--- src/rtl/stepper_sequencer.sv ---
// ============================================================================
// stepper_sequencer : homes one stepper axis, queues and issues move commands,
// tracks position from step pulses. Optional backoff: define SEQ_BACKOFF_EN.
// Revision: 1.0
// ============================================================================
`default_nettype none

module stepper_sequencer #(
   parameter int FIFO_DEPTH    = 4,
   parameter int MAX_SPEED     = 20,
   parameter int HOME_TIMEOUT  = 50_000_000,
   parameter int DEBOUNCE      = 16,
   parameter int SETTLE_CYCLES = 1000,
   parameter int BACKOFF_STEPS = 200
) (
   input  logic        clk,
   input  logic        reset_n,
   input  logic        cmd_valid,
   output logic        cmd_ready,
   input  logic [7:0]  cmd_speed,
   input  logic [23:0] cmd_pos,
   input  logic        home_req,
   input  logic        abort,
   input  logic        limit_sw,
   input  logic        step_in,
   input  logic        dir_in,
   output logic [31:0] control_out,
   output logic        homing_enable,
   output logic        stepper_reset,
   output logic [23:0] position,
   output logic        busy,
   output logic        homed,
   output logic        done_pulse,
   output logic        cmd_err,
   output logic        error
);

   localparam int          C_PTR_W        = $clog2(FIFO_DEPTH);
   localparam logic [31:0] C_DB_LAST      = 32'(DEBOUNCE - 1);
   localparam logic [31:0] C_TIMEOUT_LAST = 32'(HOME_TIMEOUT - 1);
   localparam logic [31:0] C_SETTLE_LAST  = 32'(SETTLE_CYCLES - 1);

   typedef enum logic [2:0] {
      S_IDLE,
      S_HOME_SEEK,
      S_HOME_ZERO,
      S_READY,
      S_MOVE,
      S_SETTLE,
      S_FAULT
`ifdef SEQ_BACKOFF_EN
      , S_BACKOFF
`endif
   } state_t;

   state_t        r_state, w_state_nxt;
   logic [31:0]   r_cnt, w_cnt_nxt;
   logic [31:0]   r_ctrl, w_ctrl_nxt;
   logic [23:0]   r_target, w_target_nxt;
   logic          r_homed, w_homed_nxt;
   logic          r_done, w_done_nxt;
   logic          r_cmd_err, w_err_nxt;
   logic          r_error, r_homing_en, r_stepper_rst;
   logic [23:0]   r_position;
   logic          w_pop, w_flush, w_rehome, w_illegal;
   logic [31:0]   w_idle_ctrl;
`ifdef SEQ_BACKOFF_EN
   logic          r_bo_done, w_bo_done_nxt;
`endif

   // limit switch: two-flop synchroniser followed by a stability counter
   logic          r_lim_s1, r_lim_s2, r_lim_db, r_lim_db_d;
   logic [31:0]   r_db_cnt;
   logic          w_lim_rise;

   always_ff @(posedge clk or negedge reset_n) begin
      if (!reset_n) begin
         r_lim_s1   <= 1'b0;
         r_lim_s2   <= 1'b0;
         r_lim_db   <= 1'b0;
         r_lim_db_d <= 1'b0;
         r_db_cnt   <= '0;
      end else begin
         r_lim_s1   <= limit_sw;
         r_lim_s2   <= r_lim_s1;
         r_lim_db_d <= r_lim_db;
         if (r_lim_s2 != r_lim_db) begin
            if (r_db_cnt >= C_DB_LAST) begin
               r_lim_db <= r_lim_s2;
               r_db_cnt <= '0;
            end else begin
               r_db_cnt <= r_db_cnt + 32'd1;
            end
         end else begin
            r_db_cnt <= '0;
         end
      end
   end

   assign w_lim_rise = r_lim_db & ~r_lim_db_d;

   // command FIFO, pointers carry one extra wrap bit
   logic [31:0]        r_fifo [FIFO_DEPTH];
   logic [C_PTR_W:0]   r_wr_ptr, r_rd_ptr;
   logic               w_full, w_empty, w_push;
   logic [31:0]        w_head;

   assign w_empty   = (r_wr_ptr == r_rd_ptr);
   assign w_full    = (r_wr_ptr[C_PTR_W] != r_rd_ptr[C_PTR_W]) &&
                      (r_wr_ptr[C_PTR_W-1:0] == r_rd_ptr[C_PTR_W-1:0]);
   assign cmd_ready = !w_full && (r_state != S_FAULT);
   assign w_push    = cmd_valid && cmd_ready;
   assign w_head    = r_fifo[r_rd_ptr[C_PTR_W-1:0]];

   always_ff @(posedge clk) begin
      if (w_push) begin
         r_fifo[r_wr_ptr[C_PTR_W-1:0]] <= {cmd_speed, cmd_pos};
      end
   end

   always_ff @(posedge clk or negedge reset_n) begin
      if (!reset_n) begin
         r_wr_ptr <= '0;
         r_rd_ptr <= '0;
      end else if (w_flush) begin
         r_wr_ptr <= '0;
         r_rd_ptr <= '0;
      end else begin
         if (w_push) r_wr_ptr <= r_wr_ptr + 1'b1;
         if (w_pop)  r_rd_ptr <= r_rd_ptr + 1'b1;
      end
   end

   // position follows rising edges of the generator's step output
   logic r_step_d;
   logic w_step_rise;

   assign w_step_rise = step_in & ~r_step_d;

   always_ff @(posedge clk or negedge reset_n) begin
      if (!reset_n) begin
         r_step_d   <= 1'b0;
         r_position <= '0;
      end else begin
         r_step_d <= step_in;
         if (r_state == S_HOME_ZERO) begin
            r_position <= '0;
         end else if (w_step_rise && (r_state != S_HOME_SEEK)) begin
            r_position <= dir_in ? (r_position - 24'd1) : (r_position + 24'd1);
         end
      end
   end

   assign w_illegal   = (w_head[31:24] == 8'd0) || (w_head[31:24] > 8'(MAX_SPEED));
   assign w_rehome    = home_req && ((r_state == S_MOVE) || (r_state == S_SETTLE));
   assign w_idle_ctrl = {8'd0, r_position};

   always_comb begin
      w_state_nxt  = r_state;
      w_cnt_nxt    = '0;
      w_ctrl_nxt   = r_ctrl;
      w_target_nxt = r_target;
      w_homed_nxt  = r_homed;
      w_done_nxt   = 1'b0;
      w_err_nxt    = 1'b0;
      w_pop        = 1'b0;
      w_flush      = 1'b0;
`ifdef SEQ_BACKOFF_EN
      w_bo_done_nxt = r_bo_done;
`endif
      case (r_state)
         S_IDLE: begin
            w_homed_nxt = 1'b0;
            if (home_req) w_state_nxt = S_HOME_SEEK;
         end
         S_HOME_SEEK: begin
            w_cnt_nxt = r_cnt + 32'd1;
            if (r_lim_db) begin
               w_state_nxt = S_HOME_ZERO;
               w_cnt_nxt   = '0;
            end else if (r_cnt >= C_TIMEOUT_LAST) begin
               w_state_nxt = S_FAULT;
            end
         end
         S_HOME_ZERO: begin
            w_ctrl_nxt = '0;
            w_cnt_nxt  = r_cnt + 32'd1;
            if (r_cnt[0]) begin
               w_cnt_nxt = '0;
`ifdef SEQ_BACKOFF_EN
               if (r_bo_done) begin
                  w_state_nxt   = S_READY;
                  w_homed_nxt   = 1'b1;
                  w_bo_done_nxt = 1'b0;
               end else begin
                  w_state_nxt = S_BACKOFF;
                  w_ctrl_nxt  = {8'd1, 24'(BACKOFF_STEPS)};
               end
`else
               w_state_nxt = S_READY;
               w_homed_nxt = 1'b1;
`endif
            end
         end
`ifdef SEQ_BACKOFF_EN
         S_BACKOFF: begin
            if (r_position == 24'(BACKOFF_STEPS)) begin
               if (r_lim_db) begin
                  w_state_nxt = S_FAULT;
               end else begin
                  w_state_nxt   = S_HOME_ZERO;
                  w_bo_done_nxt = 1'b1;
               end
            end
         end
`endif
         S_READY: begin
            if (home_req) begin
               w_state_nxt = S_HOME_SEEK;
               w_homed_nxt = 1'b0;
            end else if (!w_empty && !r_done) begin
               // hold off one cycle after done_pulse so the host sees it first
               w_pop = 1'b1;
               if (w_illegal) begin
                  w_err_nxt = 1'b1;
               end else if (w_head[23:0] == r_position) begin
                  w_done_nxt = 1'b1;
               end else begin
                  w_ctrl_nxt   = w_head;
                  w_target_nxt = w_head[23:0];
                  w_state_nxt  = S_MOVE;
               end
            end
         end
         S_MOVE: begin
            if (w_lim_rise && dir_in) begin
               w_state_nxt = S_FAULT;
            end else if (r_position == r_target) begin
               w_state_nxt = S_SETTLE;
               w_cnt_nxt   = 32'd1;
            end
         end
         S_SETTLE: begin
            w_cnt_nxt = r_cnt + 32'd1;
            if (r_cnt >= C_SETTLE_LAST) begin
               w_state_nxt = S_READY;
               w_done_nxt  = 1'b1;
               w_cnt_nxt   = '0;
            end
         end
         default: ;
      endcase

      if (w_rehome) begin
         w_state_nxt = S_HOME_SEEK;
         w_flush     = 1'b1;
         w_ctrl_nxt  = w_idle_ctrl;
         w_homed_nxt = 1'b0;
         w_done_nxt  = 1'b0;
         w_cnt_nxt   = '0;
      end

      if (abort) begin
         w_state_nxt = r_homed ? S_READY : S_IDLE;
         w_flush     = 1'b1;
         w_pop       = 1'b0;
         w_ctrl_nxt  = w_idle_ctrl;
         w_done_nxt  = 1'b0;
         w_err_nxt   = 1'b0;
         w_cnt_nxt   = '0;
`ifdef SEQ_BACKOFF_EN
         w_bo_done_nxt = 1'b0;
`endif
      end

      if (w_state_nxt == S_FAULT) begin
         w_flush     = 1'b1;
         w_pop       = 1'b0;
         w_ctrl_nxt  = w_idle_ctrl;
         w_homed_nxt = 1'b0;
      end
   end

   always_ff @(posedge clk or negedge reset_n) begin
      if (!reset_n) begin
         r_state       <= S_IDLE;
         r_cnt         <= '0;
         r_ctrl        <= '0;
         r_target      <= '0;
         r_homed       <= 1'b0;
         r_done        <= 1'b0;
         r_cmd_err     <= 1'b0;
         r_error       <= 1'b0;
         r_homing_en   <= 1'b0;
         r_stepper_rst <= 1'b1;
      end else begin
         r_state       <= w_state_nxt;
         r_cnt         <= w_cnt_nxt;
         r_ctrl        <= w_ctrl_nxt;
         r_target      <= w_target_nxt;
         r_homed       <= w_homed_nxt;
         r_done        <= w_done_nxt;
         r_cmd_err     <= w_err_nxt;
         r_error       <= (w_state_nxt == S_FAULT);
         r_homing_en   <= (w_state_nxt == S_HOME_SEEK);
         r_stepper_rst <= (w_state_nxt == S_HOME_ZERO);
      end
   end

`ifdef SEQ_BACKOFF_EN
   always_ff @(posedge clk or negedge reset_n) begin
      if (!reset_n) r_bo_done <= 1'b0;
      else          r_bo_done <= w_bo_done_nxt;
   end

   assign busy = (r_state == S_HOME_SEEK) || (r_state == S_HOME_ZERO) ||
                 (r_state == S_BACKOFF)   || (r_state == S_MOVE) || (r_state == S_SETTLE);
`else
   assign busy = (r_state == S_HOME_SEEK) || (r_state == S_HOME_ZERO) ||
                 (r_state == S_MOVE)      || (r_state == S_SETTLE);
`endif

   assign control_out   = r_ctrl;
   assign homing_enable = r_homing_en;
   assign stepper_reset = r_stepper_rst;
   assign position      = r_position;
   assign homed         = r_homed;
   assign done_pulse    = r_done;
   assign cmd_err       = r_cmd_err;
   assign error         = r_error;

endmodule

`default_nettype wire

--- config.mk ---
export PLATFORM = sky130hd
export DESIGN_NAME = stepper_sequencer
export DESIGN_NICKNAME = d
export VERILOG_FILES = /design/src/rtl/stepper_sequencer.sv
export SDC_FILE = /design/constraint.sdc
export NUM_CORES = 1
export LEC_CHECK = 0
export CAP_MARGIN = 30
export CORE_MARGIN = 2
export CORE_UTILIZATION = 60
export CTS_CLUSTER_DIAMETER = 80
export DETAILED_ROUTE_END_ITERATION = 7
export PLACE_DENSITY = 0.83
export SLEW_MARGIN = 20
export SYNTH_ARGS = -nofsm -noshare
export SYNTH_HDL_FRONTEND = slang
export SYNTH_SLANG_ARGS = --single-unit
--- constraint.sdc ---
create_clock -name clk -period 6.01 [get_ports clk]
set_input_delay 1.5025 -clock clk [delete_from_list [all_inputs] [get_ports clk]]
set_output_delay 1.5025 -clock clk [all_outputs]
set_load 0.01 [all_outputs]
---- Word-level counts from Yosys, hierarchy flattened ----
Memories as Yosys holds them, arrays and structs flattened.
Index checks and enable logic that the tools add are counted.
word-level totals
  register bits after elaboration ......... 164
  RAM bits ................................ 128
  output and inout bits ................... 64
  memories kept ........................... 1
  input bits .............................. 40
  logic and storage cells ................. 153
operators by class
  order comparisons ....................... 4
  add/subtract/negate cells ............... 6
  equal/unequal tests ..................... 22
  bitwise gates (word level) .............. 7
  reductions and logical operators ........ 26
  mux-type cells .......................... 68
memory list
  name    words  width  rd ports  clocked after Yosys merged registers in  wr ports  line  text
  r_fifo  4      32     1         0                                        1         103   logic [31:0] r_fifo [FIFO_DEPTH];
operators by type and width
  kind                   count
  $mux 32                14
  $pmux 32 s4            1
  $mux 24                3
  $add 32x1->32 const B  2
  $pmux 32 s2            1
  $mux 3                 17
  $eq 24x24->1           2
  $ge 32x10->1 const B   1
  $ge 32x26->1 const B   1
  $ge 32x4->1 const B    1
  $mux 1                 28
  $add 24x1->24 const B  1
  $sub 24x1->24 const B  1
  $ne 5x5->1 const B     4
  $pmux 3 s6             1
  $reduce_and 5->1       2
  $reduce_bool 5->1      2
  $eq 3x2->1 const B     3
  $eq 3x3->1 const B     3
  $gt 8x5->1 const B     1
  $logic_not 8->1        1
  $ne 4x4->1 const B     2
  $logic_and 1x1->1      7
  $add 3x1->3 const B    2
  other kinds (17)       32

---- Logic depth before layout (Yosys ltp) ----
Gate-level depths: netlist of run 1.
An unclocked memory read counts as a cell.
  depth after elaboration ................. 13
  depth in mapped cells ................... 14
  mapped depth without buffers ............ 10

---- Worst setup path after synthesis of run 1 ----
OpenSTA, ideal clock, no wires.
  kind .................................... input-to-reg
  start point ............................. input dir_in
  end point ............................... register r_position[22] (netlist: position[22])
  required time ........................... 5.927 ns
  path slack .............................. 2.402 ns
  arrival ................................. 3.525 ns
  cell stages on the path ................. 10
  cells stage by stage .................... inv_1 fa_1 nor2b_1 o31ai_1 a211oi_1 o21a_1 o21ai_0 a211oi_1 mux2_2 o22ai_1
on the way
  word-level cells in the longest chain between the ends .. 3
RTL lines
  item                    line  text
  start: declaration      26    input logic dir_in,
  $mux 24                 149   r_position <= dir_in ? (r_position - 24'd1) : (r_position + 24'd1);
  $mux 24                 148   end else if (w_step_rise && (r_state != S_HOME_SEEK)) begin
  $mux 24                 146   if (r_state == S_HOME_ZERO) begin
  end signal: assignment  149
  end: declaration        64    logic [23:0] r_position;
Every way passes these cells. The select of a mux whose other input is x is not followed.
A chain may end at the register's enable or synchronous reset.

---- Worst setup path in the final report of run 1 ----
  start point ............................. input dir_in
  end point ............................... register r_position[23] (netlist: position[23])
The elaborated chain is that of the path after synthesis.

==> flow_metrics.env, run 1 <==
export IMPL_rows=54
export IMPL_design_die_area_sq_um=23600
export IMPL_final_net_count=1316
export IMPL_hp_class="reg -> reg"
export IMPL_htree_levels=1
export IMPL_start_kind="input port"
export IMPL_cts_setup_buffers=0
export IMPL_dr_pass1_iters=5
export IMPL_cp_cell_sequence="clkdlybuf4s50_1 -> buf_4 -> ha_1 -> o311a_1 -> o211ai_1 -> a21boi_0 -> a21oi_1 -> o211ai_1 -> a211oi_1 -> mux2i_1"
export IMPL_worst_setup_path_type="in -> reg"
export IMPL_p_per_area_nw_per_um2=393
export IMPL_avgSynthCellArea_sq_um=12.2
export IMPL_worst_slack_ps=1610
export IMPL_grt_start_max_net_pins=68
export IMPL_synth_cells=1102
export IMPL_async_flop_share_pct=56.2
export IMPL_grt_overflow=0
export IMPL_ant_nets=0
export IMPL_cp_required_ps=6500
export IMPL_io_buffers=103
export IMPL_maxSlewHeadroom_pct=45.2
export IMPL_grt_pass1_wl_um=48400
export IMPL_routed_wl_um=30600
export IMPL_cts_tree="done"
export IMPL_crit_path_max_incr_delay_ps=920
export IMPL_grt_pass1_vias=9198
export IMPL_status="complete, no violations"
export IMPL_ir_drop_uv=380
export IMPL_dp_hpwl_um=20200
export IMPL_start_util_pct=61.3
export IMPL_die_w_um=154
export IMPL_yosysWarnings=0
export IMPL_hold_buffers=0
export IMPL_worst_slew_pin_slew_ps=819
export IMPL_clk_latency_ps=570
export IMPL_power_leakage_nw=6.29
export IMPL_ys_flop_type="dfrtp_1"
export IMPL_netlist_area_sq_um=13400
export IMPL_gp_congestion=0.865
export IMPL_holdWs_ps=362
export IMPL_dp_slack_ps=1090
export IMPL_synthDistinctLibCells=67
export IMPL_hold_violations=0
export IMPL_clkTransAtPathRegs_ps=60
export IMPL_crit_top_cell="o211ai_1"
export IMPL_ioPinCount=104
export IMPL_drc=0
export IMPL_n_antenna_cell=0
export IMPL_startpoint="dir_in"
export IMPL_cts_root_buf="clkbuf_16"
export IMPL_wl_per_cell_um=19.7
export IMPL_worstHoldStart="r_lim_s1"
export IMPL_cts_num_sinks=292
export IMPL_r2r_start="r_rd_ptr[0]"
export IMPL_grt_setup_unrepaired="false"
export IMPL_via_per_inst=5.98
export IMPL_setup_violations=0
export IMPL_cp_end_kind="flop"
export IMPL_synth_edf_count=128
export IMPL_skew_ps=10.1
export IMPL_path_buf_inv=2
export IMPL_core_area_sq_um=21900
export IMPL_syn_to_final_growth_pct=19.3
export IMPL_path_delay_family="compound AO/OA/AOI/OAI gates"
export IMPL_dr_total_vias=9267
export IMPL_cts_resized=0
export IMPL_die_h_um=154
export IMPL_drt_first_iter_violations=620
export IMPL_fin_crit_ps=4400
export IMPL_fin_tns_setup_ps=0
export IMPL_worstPathArrival_ps=4890
export IMPL_slew_viol_final=0
export IMPL_maxClockFrequency_mhz=227
export IMPL_yosysSeqAreaShare_pct=59.3
export IMPL_antenna_found_initial=0
export IMPL_cts_buffer_depth=3
export IMPL_track_usage_pct=25.9
export IMPL_synth_seq_cells=292
export IMPL_maxCapViolations=0
export IMPL_crit_fanout=16
export IMPL_numCtsBuffers=31
export IMPL_drive_gt1_share_pct=10.9
export IMPL_timing_final_crit_share_pct=73.2
export IMPL_critPathSlowestCell="clkdlybuf4s50_1"
[metal layers]
metal	track usage, %	vias to the layer above	routed length, um
li1	-	4249	-
met4	8.61	0	934
met3	4.88	78	2100
met1	36.9	4565	12900
met5	0	-	0
met2	41.0	375	14700
[where the power goes]
| part | switching, mW | internal [mW] | leakage, nW | total [mW] |
|---|---|---|---|---|
| clock | 0.811 | 1.25 | 0.533 | 2.06 |
| sequential | 0.334 | 2.32 | 3.23 | 2.65 |
| combinational | 0.769 | 0.803 | 2.53 | 1.57 |
| total | 1.91 | 4.37 | 6.29 | 6.29 |
[layout by cell type, fill, tap and decap left out, types with 5 or more instances in the layout]
cell,netlist,final
a211oi_1,12,12
a21o_1,11,11
a21oi_1,59,59
a22oi_1,5,5
and2_1,7,7
and3_1,14,14
buf_4,1,14
bufinv_16,0,7
clkbuf_16,0,31
clkdlybuf4s50_1,0,102
clkinv_1,0,7
conb_1,1,28
dfrtp_1,163,162
edfxtp_1,128,128
ha_1,30,30
inv_1,62,62
mux2_2,21,21
mux4_2,30,30
nand2_1,81,81
nand2b_1,7,7
nand3_1,23,23
nand4_1,23,23
nor2_1,85,85
nor2b_1,7,7
nor3_1,28,28
nor3b_1,10,9
nor4_1,16,16
o211ai_1,5,5
o21a_1,7,7
o21ai_0,71,71
o21ai_1,5,5
or2_2,5,5
or3_1,8,8
xnor2_1,69,69
xor2_1,16,16
[state kept, by name, summed over array words and instances (netlist names), 3 cells and up]
register / flops
r_fifo: 128
r_cnt: 32
r_state: 3
r_target: 24
r_wr_ptr: 3
control_out: 32
r_db_cnt: 32
position: 24
r_rd_ptr: 3
[per-stage QoR]
step	util (%)	total power, mW	instances	area, sq um
5_1_grt	73.1	6.57	1550	16000
6_report	73.1	6.29	1550	16000
4_1_cts	73.0	6.30	1549	16000
3_5_place_dp	67.9	4.22	1491	14900
3_3_place_gp	67.8	4.16	1490	14800
2_1_floorplan	-	3.55	1129	13500
[cells in the mapped netlist (all sizes together) (5+ instances only)]
master  instances  share of area [%]
a211oi         12               0.67
a21o           11               0.62
a21oi          60                2.3
a22oi           5               0.28
and2            7               0.33
and3           14               0.65
buf            14               0.76
clkbuf         22               0.62
dfrtp         163                 30
edfxtp        128                 29
ha             30                2.8
inv            62                1.7
mux2           26                2.3
mux4           30                5.0
nand2          81                2.3
nand2b          7               0.33
nand3          23               0.86
nand4          23                1.1
nor2           86                2.4
nor2b           7               0.33
nor3           28                1.0
nor3b          10               0.56
nor4           17               0.90
o211ai          5               0.28
o21a            7               0.39
o21ai          76                2.8
or2             6               0.28
or3             8               0.37
xnor2          69                4.5
xor2           16                1.0
[cells by family after synthesis]
family / after synthesis / share of synthesized area, %
and+or+nand+nor: 328 / 12.1
DFF: 292 / 59.3
AOI/OAI and AO/OA: 207 / 9.37
buffers and inverters: 98 / 3.12
xor gates and xnor gates: 85 / 5.55
muxes: 60 / 7.63
adders and majority gates: 31 / 2.95
other: 1 / 0.0280
[layout make-up]
class                   count  area, sq um
clock buffers              31          776
flip-flops and latches    292         7950
inverters                  62          233
repair buffers            119         1170
well taps                 280          350
multi-input cells         739         5170
clock inverters            27          349
fillers                  1453         5890
[worst paths after layout]
| kind | end | slack [ps] | cells past startpoint |
|---|---|---|---|
| worst max-delay path | position[23] | 1610 | 10 |
| worst min-delay path | r_lim_s2 | 360 | 0 |
| worst max register to register | control_out[23] | 2050 | 10 |
| worst min register to register | r_lim_s2 | 360 | 0 |
| max in group asynchronous | r_rd_ptr[0] | 3980 | 2 |
| min in group asynchronous | r_db_cnt[5] | 940 | 1 |
Power figures use the tool's default switching activity.
==> run 2, diff against run 1 <==
Settings changed: CORE_UTILIZATION 60 to 59, PLACE_DENSITY 0.83 to 0.82.
Clock period 6.01 ns to 4.45 ns, I/O delays scaled along.
==> flow_metrics.env, run 2 (synthesis results as in run 1) <==
export IMPL_clk_latency_ps=570
export IMPL_drt_first_iter_violations=768
export IMPL_die_h_um=155
export IMPL_fin_tns_setup_ps=0
export IMPL_drive_gt1_share_pct=11.0
export IMPL_track_usage_pct=26.1
export IMPL_gp_congestion=0.888
export IMPL_design_die_area_sq_um=24000
export IMPL_fin_crit_ps=3700
export IMPL_dp_cells=1499
export IMPL_design_area_sq_um=16000
export IMPL_final_net_count=1318
export IMPL_power_leakage_nw=6.33
export IMPL_die_w_um=155
export IMPL_grt_overflow=0
export IMPL_clkTransAtPathRegs_ps=60
export IMPL_ant_nets=0
export IMPL_routed_wl_um=30600
export IMPL_start_kind="flop"
export IMPL_cts_buffer_depth=3
export IMPL_n_antenna_cell=0
export IMPL_holdWs_ps=356
export IMPL_cp_required_ps=3340
export IMPL_place_area_sq_um=14900
export IMPL_largest_reg_flops=128
export IMPL_start_util_pct=59.6
export IMPL_cts_root_buf="clkbuf_16"
export IMPL_instances_no_fill=1553
export IMPL_cts_tree="done"
export IMPL_grt_setup_unrepaired="false"
export IMPL_maxCapViolations=0
export IMPL_hold_violations=0
export IMPL_status="complete, no violations"
export IMPL_setup_violations=0
export IMPL_cts_resized=0
export IMPL_antenna_found_initial=0
export IMPL_drc=0
export IMPL_cts_setup_buffers=0
export IMPL_syn_to_final_growth_pct=19.7
export IMPL_final_cell_mix="dfrtp_1, edfxtp_1, clkdlybuf4s50_1, nor2_1, nand2_1"
export IMPL_ioPinCount=104
export IMPL_p_total_mw=8.41
export IMPL_io_buffers=103
export IMPL_cts_num_sinks=292
export IMPL_worst_setup_path_type="reg -> out"
export IMPL_p_per_area_nw_per_um2=524
export IMPL_cp_end_kind="output pin"
export IMPL_fillers=1465
export IMPL_dr_total_vias=9201
export IMPL_ir_drop_uv=433
export IMPL_via_per_inst=5.92
export IMPL_skew_ps=14.0
export IMPL_grt_pass1_vias=9399
export IMPL_timing_final_crit_share_pct=83.1
export IMPL_slew_viol_final=0
export IMPL_dr_pass1_iters=7
export IMPL_hp_class="reg -> reg"
export IMPL_grt_start_max_net_pins=97
export IMPL_htree_levels=1
export IMPL_numCtsBuffers=29
export IMPL_grt_pass1_wl_um=49200
export IMPL_layout_commonest_cell="dfrtp_1"
export IMPL_worstPathArrival_ps=2580
export IMPL_worst_slew_pin_slew_ps=850
export IMPL_dp_hpwl_um=20000
export IMPL_maxClockFrequency_mhz=271
export IMPL_hold_buffers=0
export IMPL_core_area_sq_um=22500
export IMPL_wl_per_cell_um=19.7
export IMPL_crit_fanout=10
export IMPL_rows=55
export IMPL_maxSlewHeadroom_pct=43.2
==> run 2: critical path, stage by stage (launching register included) <==
cell	delay (ps)
dfrtp_1	690
xor2_1	250
nor2_1	80
a21oi_1	370
clkdlybuf4s50_1	640
==> run 2: metal layers <==
| layer | track usage (%) | wire length [um] |
|---|---|---|
| met5 | 0 | 0 |
| met4 | 8.86 | 958 |
| met3 | 3.95 | 1770 |
| met2 | 42.7 | 14800 |
| met1 | 36.4 | 13100 |
==> run 2: final timing paths <==
path / from / endpoint / slack [ps] / depth (start not counted)
worst min register to register: r_lim_s1 / r_lim_s2 / 360 / 0
worst max-delay path: r_rd_ptr[1] / cmd_ready / 750 / 4
worst min-delay path: r_lim_s1 / r_lim_s2 / 360 / 0
min in group asynchronous: reset_n / r_cnt[21] / 460 / 1
worst max register to register: r_rd_ptr[0] / control_out[9] / 800 / 10
max in group asynchronous: reset_n / control_out[12] / 3260 / 2
==> run 2: layout make-up <==
type | instances | area, sq um | area share, %
repair buffers | 123 | 1270 | 7.93
clock buffers | 34 | 774 | 4.83
inverters | 62 | 233 | 1.45
flip-flops and latches | 292 | 7950 | 49.5
multi-input cells | 739 | 5170 | 32.2
clock inverters | 18 | 294 | 1.83
well taps | 285 | 357 | 2.22
==> run 2: report_power, final <==
part           internal (mW)  total (mW)  switching, mW
Sequential              3.13        3.56          0.430
Clock                   1.66        2.70           1.04
Combinational           1.10        2.15           1.05
Total                   5.89        8.41           2.52
==> run 2: metrics by stage <==
stage                     utilization, %  setup WS (ps)
after floorplan                        -           1230
after global placement              66.3            358
after detailed placement            66.3            360
after CTS                           71.1            472
after global routing                71.3            524
final                               71.3            754
==> run 3, diff against run 2 <==
Clock period 4.45 ns to 3.48 ns, I/O delays scaled along.
==> flow_metrics.env, run 3 (synthesis results as in run 1) <==
export IMPL_r2r_slack_ps=140
export IMPL_met1_usage_pct=36.9
export IMPL_final_net_count=1362
export IMPL_routed_wl_um=31100
export IMPL_wl_per_cell_um=19.5
export IMPL_gp_congestion=0.894
export IMPL_fin_crit_ps=3340
export IMPL_path_delay_family="multiplexers"
export IMPL_cts_tree="done"
export IMPL_drt_first_iter_violations=575
export IMPL_grt_start_max_net_pins=74
export IMPL_hold_violations=0
export IMPL_htree_levels=1
export IMPL_grtUsageMet3_pct=4.31
export IMPL_core_area_sq_um=22500
export IMPL_dp_cells=1544
export IMPL_power_leakage_nw=6.51
export IMPL_p_per_area_nw_per_um2=658
export IMPL_maxClockFrequency_mhz=299
export IMPL_worst_setup_path_type="reg -> reg"
export IMPL_holdWs_ps=333
export IMPL_cts_setup_buffers=0
export IMPL_busiest_layer="met2"
export IMPL_dr_pass1_iters=5
export IMPL_rows=55
export IMPL_cts_buffer_depth=3
export IMPL_start_util_pct=59.6
export IMPL_slew_viol_final=0
export IMPL_r2r_end="control_out[19]"
export IMPL_timing_final_crit_share_pct=96.1
export IMPL_maxSlewHeadroom_pct=46.3
export IMPL_hp_class="in -> async"
export IMPL_clkTransAtPathRegs_ps=60
export IMPL_grt_overflow=0
export IMPL_drc=0
export IMPL_clk_latency_ps=570
export IMPL_crit_top_cell="buf_4"
export IMPL_via_per_inst=5.92
export IMPL_worst_slew_pin_slew_ps=798
export IMPL_dr_total_vias=9464
export IMPL_cp_required_ps=3910
export IMPL_syn_to_final_growth_pct=21.5
export IMPL_r2r_start="r_rd_ptr[0]"
export IMPL_register_area_sq_um=7950
export IMPL_largest_reg_flops=128
export IMPL_multi_input_area_sq_um=5170
export IMPL_fillers=1445
export IMPL_n_antenna_cell=0
export IMPL_final_cell_mix="dfrtp_1, edfxtp_1, clkdlybuf4s50_1, nor2_1, nand2_1"
export IMPL_crit_fanout=54
export IMPL_crit_path_max_incr_delay_ps=580
export IMPL_setup_violations=0
export IMPL_cp_cell_sequence="buf_12 -> mux4_2 -> xnor2_1 -> nand4_1 -> nor4_4 -> buf_4 -> a21oi_4 -> buf_4 -> nand2_1 -> o21ai_0 -> mux2_4"
export IMPL_antenna_found_initial=0
export IMPL_cts_resized=0
export IMPL_track_usage_pct=26.6
export IMPL_start_kind="flop"
export IMPL_cts_num_sinks=292
export IMPL_numCtsBuffers=30
export IMPL_grt_setup_unrepaired="false"
export IMPL_layout_commonest_cell="dfrtp_1"
export IMPL_grt_pass1_vias=9636
export IMPL_skew_ps=31.0
export IMPL_instances_no_fill=1600
export IMPL_cp_end_kind="flop"
export IMPL_io_buffers=103
export IMPL_design_die_area_sq_um=24000
export IMPL_r2r_cells=11
export IMPL_cts_root_buf="clkbuf_16"
export IMPL_ant_nets=0
export IMPL_ioPinCount=104
export IMPL_grt_pass1_wl_um=50200
export IMPL_status="complete, no violations"
export IMPL_maxCapViolations=0
export IMPL_dp_hpwl_um=20500
export IMPL_drive_gt1_share_pct=14.1
export IMPL_die_w_um=155
export IMPL_path_buf_inv=3
export IMPL_worstPathArrival_ps=3780
export IMPL_ir_drop_uv=660
export IMPL_hold_buffers=0
export IMPL_critPathSlowestCell="mux4_2"
export IMPL_die_h_um=155
export IMPL_use_met2_pct=43.4
## run 3: report_power, final
| part | leakage, nW | internal (mW) | total (mW) | switching (mW) |
|---|---|---|---|---|
| clock network | 0.493 | 1.83 | 3.16 | 1.33 |
| logic | 2.78 | 1.58 | 3.04 | 1.46 |
| registers | 3.23 | 4.00 | 4.53 | 0.525 |
| total | 6.51 | 7.41 | 10.7 | 3.31 |
## run 3: worst max-delay path by stage
stage                      end  slack [ps]        start  cells after the start
2_1_floorplan  control_out[23]         320  r_rd_ptr[0]                     13
3_3_place_gp      position[23]        -300       dir_in                     11
3_5_place_dp      position[23]        -380       dir_in                     11
4_1_cts              cmd_ready         130   r_state[0]                      4
5_1_grt              cmd_ready         0.9   r_state[0]                      4
6_report       control_out[19]         140  r_rd_ptr[0]                     11
## run 3: metrics by stage
step	setup slack [ps]	util, %	area, sq um	power [mW]	setup TNS, ps
after global routing	0.879	72.4	16300	11.2	0
after global placement	-304	67.9	15300	7.45	-1550
after floorplan	316	-	13500	6.12	0
after detailed placement	-379	67.9	15300	7.55	-2190
final	135	72.4	16300	10.7	0
after CTS	135	72.4	16300	10.7	0
## run 3: area by class of cell
type,instances,area share [%]
Clock buffer,43,5.36
Timing Repair Buffer,166,9.70
Inverter,62,1.43
Multi-Input combinational cell,739,31.7
Clock inverter,13,0.768
Sequential cell,292,48.8
Tap cell,285,2.19
## run 3: per-layer routing
metal  wire [um]  up-vias
met3        2090       66
met1       13000     4685
met4         968        0
met5           0        -
li1            -     4336
met2       15100      377
